[config.mk]
export PLATFORM = sky130hd
export DESIGN_NAME = button_capture_module
export DESIGN_NICKNAME = d
export VERILOG_FILES = /design/src/rtl/genius_pkg.sv /design/src/rtl/debounce_module.sv /design/src/rtl/button_capture_module.sv
export SDC_FILE = /design/constraint.sdc
export NUM_CORES = 1
export LEC_CHECK = 0
export CORE_MARGIN = 3
export CORE_UTILIZATION = 35
export CTS_CLUSTER_SIZE = 24
export DETAILED_ROUTE_END_ITERATION = 8
export PLACE_DENSITY_LB_ADDON = 0.2
export SLEW_MARGIN = 5
export SYNTH_ARGS = -nofsm -noshare
export SYNTH_HDL_FRONTEND = slang
export SYNTH_SLANG_ARGS = --single-unit
[constraint.sdc]
create_clock -name i_clk -period 4.2 [get_ports i_clk]
set_input_delay 0.84 -clock i_clk [delete_from_list [all_inputs] [get_ports i_clk]]
set_output_delay 0.84 -clock i_clk [all_outputs]
set_load 0.005 [all_outputs]
[src/rtl/genius_pkg.sv]
// Shared types and constants for the Genius button capture path.
// Colour codes match the LED bit index used by the display block.
package genius_pkg;

  typedef enum logic [1:0] {
    GREEN  = 2'b00,
    YELLOW = 2'b01,
    RED    = 2'b10,
    BLUE   = 2'b11
  } color_t;

  typedef enum logic {
    S_IDLE = 1'b0,
    S_HELD = 1'b1
  } cap_state_t;

  localparam logic [1:0] P1 = 2'd0;
  localparam logic [1:0] P2 = 2'd1;

  localparam int DEBOUNCE_DEFAULT = 2_000_000;

  // Only meaningful for a one-hot vector; callers qualify with a one-hot check.
  function automatic color_t encode_btn(input logic [3:0] btn);
    color_t c;
    c = GREEN;
    case (btn)
      4'b0010: c = YELLOW;
      4'b0100: c = RED;
      4'b1000: c = BLUE;
      default: c = GREEN;
    endcase
    return c;
  endfunction

  function automatic logic [5:0] insert_entry(input logic [5:0] seq,
                                              input logic [1:0] idx,
                                              input color_t     color);
    logic [5:0] s;
    s = seq;
    case (idx)
      2'd0:    s[1:0] = color;
      2'd1:    s[3:2] = color;
      2'd2:    s[5:4] = color;
      default: s = seq;
    endcase
    return s;
  endfunction

endpackage

[src/rtl/debounce_module.sv]
// Two-flop synchroniser followed by a stability counter for one raw button.
// The level flips only after the synchronised input has disagreed long enough.
module debounce_module
  import genius_pkg::*;
#(
  parameter int DEBOUNCE_CYCLES = DEBOUNCE_DEFAULT
) (
  input  logic i_clk,
  input  logic i_rst,
  input  logic i_raw,
  output logic o_level
);

  localparam int CW = $clog2(DEBOUNCE_CYCLES + 1);
  localparam logic [CW-1:0] TC = CW'(DEBOUNCE_CYCLES);

  logic          r_sync1;
  logic          r_sync2;
  logic          r_level;
  logic [CW-1:0] r_cnt;

  always_ff @(posedge i_clk or posedge i_rst) begin
    if (i_rst) begin
      r_sync1 <= 1'b0;
      r_sync2 <= 1'b0;
      r_level <= 1'b0;
      r_cnt   <= '0;
    end else begin
      r_sync1 <= i_raw;
      r_sync2 <= r_sync1;
      // Any sample agreeing with the current level restarts the count.
      if (r_sync2 != r_level) begin
        if (r_cnt == TC) begin
          r_level <= r_sync2;
          r_cnt   <= '0;
        end else begin
          r_cnt <= r_cnt + 1'b1;
        end
      end else begin
        r_cnt <= '0;
      end
    end
  end

  assign o_level = r_level;

endmodule

[src/rtl/button_capture_module.sv]
// Captures debounced colour button presses into per-player 3-entry sequences.
//   state  | meaning
//   S_IDLE | all buttons released; next single rising button is a press
//   S_HELD | a button is down; wait for all-released before re-arming
module button_capture_module
  import genius_pkg::*;
#(
  parameter int DEBOUNCE_CYCLES = DEBOUNCE_DEFAULT
) (
  input  logic       i_clk,
  input  logic       i_rst,
  input  logic [3:0] i_btn,
  input  logic [1:0] i_player,
  input  logic       i_clear,
  output logic [5:0] o_seq_p1,
  output logic [5:0] o_seq_p2,
  output logic       o_press,
  output logic [1:0] o_color,
  output logic       o_done_p1,
  output logic       o_done_p2
);

  logic [3:0] w_deb;
  logic       w_onehot;
  logic       w_accept;
  color_t     w_color;
  logic       w_sel_p1;
  logic       w_sel_p2;

  cap_state_t r_state;
  logic [5:0] r_seq_p1;
  logic [5:0] r_seq_p2;
  logic [1:0] r_cnt_p1;
  logic [1:0] r_cnt_p2;
  logic       r_press;
  logic [1:0] r_color;

  for (genvar g = 0; g < 4; g++) begin : g_deb
    debounce_module #(.DEBOUNCE_CYCLES(DEBOUNCE_CYCLES)) u_deb (
      .i_clk   (i_clk),
      .i_rst   (i_rst),
      .i_raw   (i_btn[g]),
      .o_level (w_deb[g])
    );
  end

  assign w_onehot = (w_deb != 4'b0000) && ((w_deb & (w_deb - 4'd1)) == 4'b0000);
  assign w_accept = (r_state == S_IDLE) && w_onehot;
  assign w_color  = encode_btn(w_deb);
  assign w_sel_p1 = (i_player == P1);
  assign w_sel_p2 = (i_player == P2);

  // A multi-bit rise still moves to S_HELD so it can never become a press later.
  always_ff @(posedge i_clk or posedge i_rst) begin
    if (i_rst) begin
      r_state <= S_IDLE;
      r_press <= 1'b0;
      r_color <= 2'b00;
    end else begin
      r_press <= w_accept;
      if (w_accept) r_color <= w_color;
      case (r_state)
        S_IDLE:  if (w_deb != 4'b0000) r_state <= S_HELD;
        S_HELD:  if (w_deb == 4'b0000) r_state <= S_IDLE;
        default: r_state <= S_IDLE;
      endcase
    end
  end

  always_ff @(posedge i_clk or posedge i_rst) begin
    if (i_rst) begin
      r_seq_p1 <= 6'd0;
      r_cnt_p1 <= 2'd0;
      r_seq_p2 <= 6'd0;
      r_cnt_p2 <= 2'd0;
    end else begin
      if (w_sel_p1 && i_clear) begin
        r_seq_p1 <= 6'd0;
        r_cnt_p1 <= 2'd0;
      end else if (w_sel_p1 && w_accept && (r_cnt_p1 != 2'd3)) begin
        r_seq_p1 <= insert_entry(r_seq_p1, r_cnt_p1, w_color);
        r_cnt_p1 <= r_cnt_p1 + 2'd1;
      end
      if (w_sel_p2 && i_clear) begin
        r_seq_p2 <= 6'd0;
        r_cnt_p2 <= 2'd0;
      end else if (w_sel_p2 && w_accept && (r_cnt_p2 != 2'd3)) begin
        r_seq_p2 <= insert_entry(r_seq_p2, r_cnt_p2, w_color);
        r_cnt_p2 <= r_cnt_p2 + 2'd1;
      end
    end
  end

  assign o_seq_p1  = r_seq_p1;
  assign o_seq_p2  = r_seq_p2;
  assign o_press   = r_press;
  assign o_color   = r_color;
  assign o_done_p1 = (r_cnt_p1 == 2'd3);
  assign o_done_p2 = (r_cnt_p2 == 2'd3);

endmodule
==> impl_results.md, run 1 <==
* Worst Tran Pin Value at 1005 ps
* Synthesized area per cell at about 9.7 um^2
* P per Cell Area at 400.0 nW/um^2
* WL/cell at 13.23 um
* F_max at 0.4186 GHz
* Most common cell after layout, fill and taps aside: dfrtp_1
* Most frequent cells in the layout: dfrtp_1, nor2_1, nand2_1
* Worst relative slew slack at ~33%
* Pre-antenna DRT Iters at 4
* Placed cells at 820
* Unrepaired setup endpoints after global routing: false
* Chip width at between 100 and 150 um
* Synth-to-layout area growth at 19.97%
* Total die area at between 15000 and 20000 um^2
* Fin. max-slew vios at 0
* Pleak at about 2.8 nW
* Share of layout cells above drive strength 1 at between 8 and 9%
* CTS tree: built
* Gpl congestion at 0.8106
* I/O Pins at 26
* Yosys top cell area share at between 50% and 60%
* DIE HEIGHT at about 130 um
* Clock Latency Late Sink at slightly above 400 ps
* Initial Util at between 30% and 40%
* Via count at roughly 4.3k
* GRT overflow at 0
* CTS Buffer Depth at 2
* Largest net degree at the start of global routing at 65
* Root buf cell: clkbuf_16
* DRC at 0
* Pwr Total at 2.772 mW
* Cell taking the most area after synthesis: dfrtp_1
* Asr flop ratio synth at 100.0%
* Post-synthesis sequential area ratio at between 50 and 60%
* Final WS setup at between 1500 and 2000 ps
* WHS at about 350 ps
* CP max FO at 5
* Clock-pin slew on the worst setup and hold paths at about 50 ps
* First-pass GRT wire length at between 20000 and 25000 um
* Setup Fix Bufs, Post-CTS at 0
* Clock Sinks at roughly 120
* Via density per instance at roughly 5
* Min Tclk post-route at around 2400 ps
* Routed WL at 11270 um
* Status: finished, final reports clean
* Endpoint class of the critical path: output pin
* Top cells by area, synth: dfrtp_1, xnor2_1, nor2_1
* CP Launch Type: register
* Critical Path Max Stage Delay at between 500 and 600 ps
* Setup_tns at 0 ps
* Slowest-stage cell, CP: clkdlybuf4s50_1
* Hold buffer count at CTS at 0
* Critical Path AT at roughly 1600 ps
* Most used DFF post-synth: dfrtp_1
* Top delay family on crit path: buffers and inverters
* Yosys warnings at 0
* Synthesized flop and latch total at 116
* First-iteration detailed-routing DRC count at 232
* N_diodes at 0
* Initial antenna violation count at 0
* Final HPWL DP at between 7000 and 8000 um
* CP Buf/Inv Count at 1
* Max Cap Viol at 0
* Crit path cell chain: ha_1 -> clkdlybuf4s50_1
* Count of cell types in the netlist at 40
* CTS resizes at 0
* Placed Area at about 6300 um^2
* Total GRT Usage at 13.53%
* Nets at about 650
* Mapped Area at 5777 um^2
* Tcrit/Tclk final at a little under three fifths
* Vias in the first global route at 4237
* CTS buffer count at 17
* Core footprint at 16000 um^2
* Core Rows at between 40 and 50
* Final instance area at 6930 um^2
* Min-Delay Path Class: reg -> reg
* Final hold vios at 0
* Final Core Density at 43.31%
* Setup Skew at 7.561 ps
* Final cell count without fillers at approximately 850
* Worst slack at placement at between 1500 and 2000 ps
* Number of port buffers at 25
* VDD IR max at between 0.2 and 0.3 mV
* Post-DRT Antenna Nets at 0
* Crit path kind: reg -> out
* H-tree lvl count at 4
* Post-synth EDFFs at 0
* Post-synthesis net count at slightly above 600
* Final setup viols at 0
* Post-Syn Instances at just under 600
* Critical path required time at between 3000 and 4000 ps
[cells by family (layout without fill, tap and decap cells)]
family / Yosys count / after routing / synth area share, %
simple gates: 273 / 273 / 24.78
flops: 116 / 116 / 50.25
compound gates: 65 / 65 / 6.433
xor+xnor: 57 / 57 / 8.642
buf+inv: 48 / 91 / 3.184
mux: 18 / 18 / 3.249
fa+ha+maj: 16 / 16 / 3.465
[cells in the mapped netlist (all sizes together) (5+ instances only)]
master / n
inv: 29
nand4: 20
xor2: 18
o31ai: 14
a21oi: 30
xnor2: 39
ha: 16
dfrtp: 116
or3: 22
mux2: 6
or4: 16
nor2: 78
mux2i: 12
clkbuf: 15
nand3: 30
nor3: 16
nand2: 47
o21ai: 19
nand3b: 5
nor4: 16
[worst paths after layout]
| kind | from | endpoint | slack, ps | depth (start not counted) |
|---|---|---|---|---|
| min in group asynchronous | i_rst | g_deb[3].u_deb.r_sync1$_DFF_PP0_ | 950 | 2 |
| max reg2reg | g_deb[2].u_deb.r_cnt[5]$_DFF_PP0_ | g_deb[2].u_deb.r_cnt[12]$_DFF_PP0_ | 1910 | 5 |
| min reg2reg | g_deb[1].u_deb.r_sync1$_DFF_PP0_ | g_deb[1].u_deb.r_sync2$_DFF_PP0_ | 350 | 0 |
| max in group asynchronous | i_rst | g_deb[0].u_deb.r_cnt[9]$_DFF_PP0_ | 2470 | 3 |
| max | r_cnt_p2[0]$_DFFE_PP0P_ | o_done_p2 | 1810 | 2 |
| min | g_deb[1].u_deb.r_sync1$_DFF_PP0_ | g_deb[1].u_deb.r_sync2$_DFF_PP0_ | 350 | 0 |
[registers in the layout, indices dropped and copies added, names as in the netlist, 2 cells and up]
| name | count |
|---|---|
| r_cnt_p1 | 2 |
| g_deb.u_deb.r_cnt | 84 |
| g_deb.u_deb.o_level | 4 |
| o_color | 2 |
| r_cnt_p2 | 2 |
| o_seq_p2 | 6 |
| o_seq_p1 | 6 |
| g_deb.u_deb.r_sync1 | 4 |
| g_deb.u_deb.r_sync2 | 4 |
[where the power goes]
| group | total, mW | switching, mW | internal (mW) |
|---|---|---|---|
| logic | 0.0824 | 0.0548 | 0.0276 |
| registers | 1.15 | 0.0149 | 1.13 |
| clock network | 1.54 | 0.488 | 1.05 |
| total | 2.77 | 0.558 | 2.21 |
[cell type report]
| class | instances | area (um^2) |
|---|---|---|
| clock buffers | 24 | 491.7 |
| clock inverters | 8 | 146.4 |
| fillers | 1577 | 9070 |
| inverters | 29 | 111.4 |
| multi-input cells | 429 | 2708 |
| flip-flops and latches | 116 | 2903 |
| well taps | 216 | 270.3 |
| repair buffers | 30 | 300.3 |
[layer usage]
layer	up-vias	global-route usage, %	part of all wire [%]
li1	2140	-	-
met1	2093	18.19	50
met5	-	0	0
met2	66	20.78	46
met3	9	3.428	2.7
met4	0	5.882	1.1
Note: power is estimated with default switching activity, not from simulation.
==> run 2: changes to the inputs <==
==> constraint.sdc (replaced) <==
create_clock -name i_clk -period 2.3 [get_ports i_clk]
set_input_delay 0.46 -clock i_clk [delete_from_list [all_inputs] [get_ports i_clk]]
set_output_delay 0.46 -clock i_clk [all_outputs]
set_load 0.005 [all_outputs]
==> run 2 against run 1 <==
Net effect: power increased by 78%; design area increased by 0.42%; via count decreased by 0.39%; first-iteration DRC count increased by 16%; critical path depth increased by 3; sequential power increased by 83%; routed wire length decreased by 0.83%; sequential share of layout area decreased by 0.17 points; critical endpoint is now g_deb[2].u_deb.r_cnt[16]$_DFF_PP0_; largest power group unchanged.
==> impl_results.md, run 2 (synthesis gave the netlist of run 1 again) <==
* Status: finished, final reports clean
* Number of port buffers at 25
* Core footprint at about 16000 um^2
* Via density per instance at approximately 5
* GR Layer Usage met2 at approximately 21%
* Chip width at 134.5 um
* First-pass GRT wire length at 19930 um
* GRT overflow at 0
* Pleak at approximately 2.8 nW
* Hold buffer count at CTS at 0
* VDD IR max at between 0.5 and 0.6 mV
* Nets at 656
* Final HPWL DP at between 7000 and 8000 um
* Fin. max-slew vios at 0
* Total die area at 18080 um^2
* N_diodes at 0
* Max reg flops at 84
* Worst relative slew slack at a little under three fifths
* Root buf cell: clkbuf_16
* CTS Buffer Depth at 2
* Share of layout cells above drive strength 1 at roughly a tenth
* Critical Path AT at 2400 ps
* Final instance area at around 7000 um^2
* Setup_tns at 0 ps
* Largest Register: g_deb.u_deb.r_cnt
* Synth-to-layout area growth at 20.47%
* F_max at 0.4846 GHz
* Gpl congestion at 0.7725
* Min Tclk post-route at around 2100 ps
* CP max FO at 6
* Worst Tran Pin Value at between 600 and 700 ps
* H-tree lvl count at 4
* Routing usage on met3 at under 10%
* Clock Sinks at between 100 and 150
* CP Launch Type: register
* Endpoint class of the critical path: register
* DIE HEIGHT at between 100 and 150 um
* Largest net degree at the start of global routing at between 100 and 150
* CTS tree: built
* Initial Util at ~36%
* Most frequent cells in the layout: dfrtp_1, nor2_1, nand2_1
* CTS buffer count at 17
* P per Cell Area at roughly 710 nW/um^2
* Setup Skew at 7.510 ps
* Min-Delay Path Class: reg -> reg
* DRC at 0
* Most common cell after layout, fill and taps aside: dfrtp_1
* Unrepaired setup endpoints after global routing: false
* Pre-antenna DRT Iters at 5
* Routed WL at roughly 11000 um
* Final setup viols at 0
* Total GRT Usage at between 10 and 15%
* Clock Latency Late Sink at a little over 400 ps
* I/O Pins at 26
* Critical path required time at ~2600 ps
* Vias in the first global route at about 4.2k
* Crit path kind: reg -> reg
* Max Cap Viol at 0
* Core Rows at 46
* WL/cell at between 10 and 15 um
* Post-DRT Antenna Nets at 0
* Initial antenna violation count at 0
* First-iteration detailed-routing DRC count at about 270
* Clock-pin slew on the worst setup and hold paths at ~50 ps
* Final hold vios at 0
* Global routing's busiest layer: met2
* Tcrit/Tclk final at 89.72%
* Placed Area at about 6400 um^2
* Via count at ~4.3k
* Met1 track demand over resource at between 10% and 20%
[run 2: what timing repair did]
item	4_1_cts	5_1_grt
setup buffers	0	0
gates resized for setup	0	1
setup endpoints to repair	0	1
[run 2: power breakdown]
| part | internal, mW | total [mW] | switching [mW] |
|---|---|---|---|
| Sequential | 2.07 | 2.10 | 0.0289 |
| Clock | 1.77 | 2.68 | 0.907 |
| Combinational | 0.0553 | 0.154 | 0.0992 |
| Total | 3.89 | 4.93 | 1.03 |
[run 2: area by class of cell]
type	count	area, um^2
fill	1577	9041
sequential	116	2903
multi-input combinational	429	2714
clock buffer	21	470.5
timing repair buffer	38	360.3
tap	216	270.3
clock inverter	9	128.9
inverter	29	112.6
[run 2: path summary, 6_finish.rpt]
path | start | endpoint | slack [ps] | depth (start not counted)
setup / recovery | g_deb[2].u_deb.r_cnt[0]$_DFF_PP0_ | g_deb[2].u_deb.r_cnt[16]$_DFF_PP0_ | 240 | 5
hold / removal | g_deb[1].u_deb.r_sync1$_DFF_PP0_ | g_deb[1].u_deb.r_sync2$_DFF_PP0_ | 340 | 0
setup reg to reg | g_deb[2].u_deb.r_cnt[0]$_DFF_PP0_ | g_deb[2].u_deb.r_cnt[16]$_DFF_PP0_ | 240 | 5
hold reg to reg | g_deb[1].u_deb.r_sync1$_DFF_PP0_ | g_deb[1].u_deb.r_sync2$_DFF_PP0_ | 340 | 0
max in group asynchronous | i_rst | r_cnt_p1[0]$_DFFE_PP0P_ | 1230 | 3
min in group asynchronous | i_rst | o_seq_p1[2]$_DFFE_PP0P_ | 560 | 3
[run 2: per-stage QoR]
step / worst slack, ps / hold slack, ps / power, mW / utilization (%) / cells
floorplan: 354.8 / 331.2 / 2.224 / - / 593
global placement: 92.98 / 335.4 / 2.287 / 39.71 / 828
detailed placement: 75.65 / 334.7 / 2.292 / 39.71 / 828
CTS: 222.5 / 347.0 / 5.013 / 43.45 / 858
global route: 95.35 / 357.2 / 5.131 / 43.49 / 858
finish: 236.5 / 344.9 / 4.928 / 43.49 / 858
[run 2: routing by layer]
layer | wire (um) | vias to the layer above
met1 | 5486 | 2062
met3 | 411 | 11
met4 | 182 | 0
li1 | - | 2158
met5 | 0 | -
met2 | 5094 | 60
[run 2: worst max-delay path: stages (launching register included)]
cell	delay (ps)
dfrtp_1	410
ha_1	260
nand3_1	180
or2_2	380
or4b_2	610
a21oi_1	150
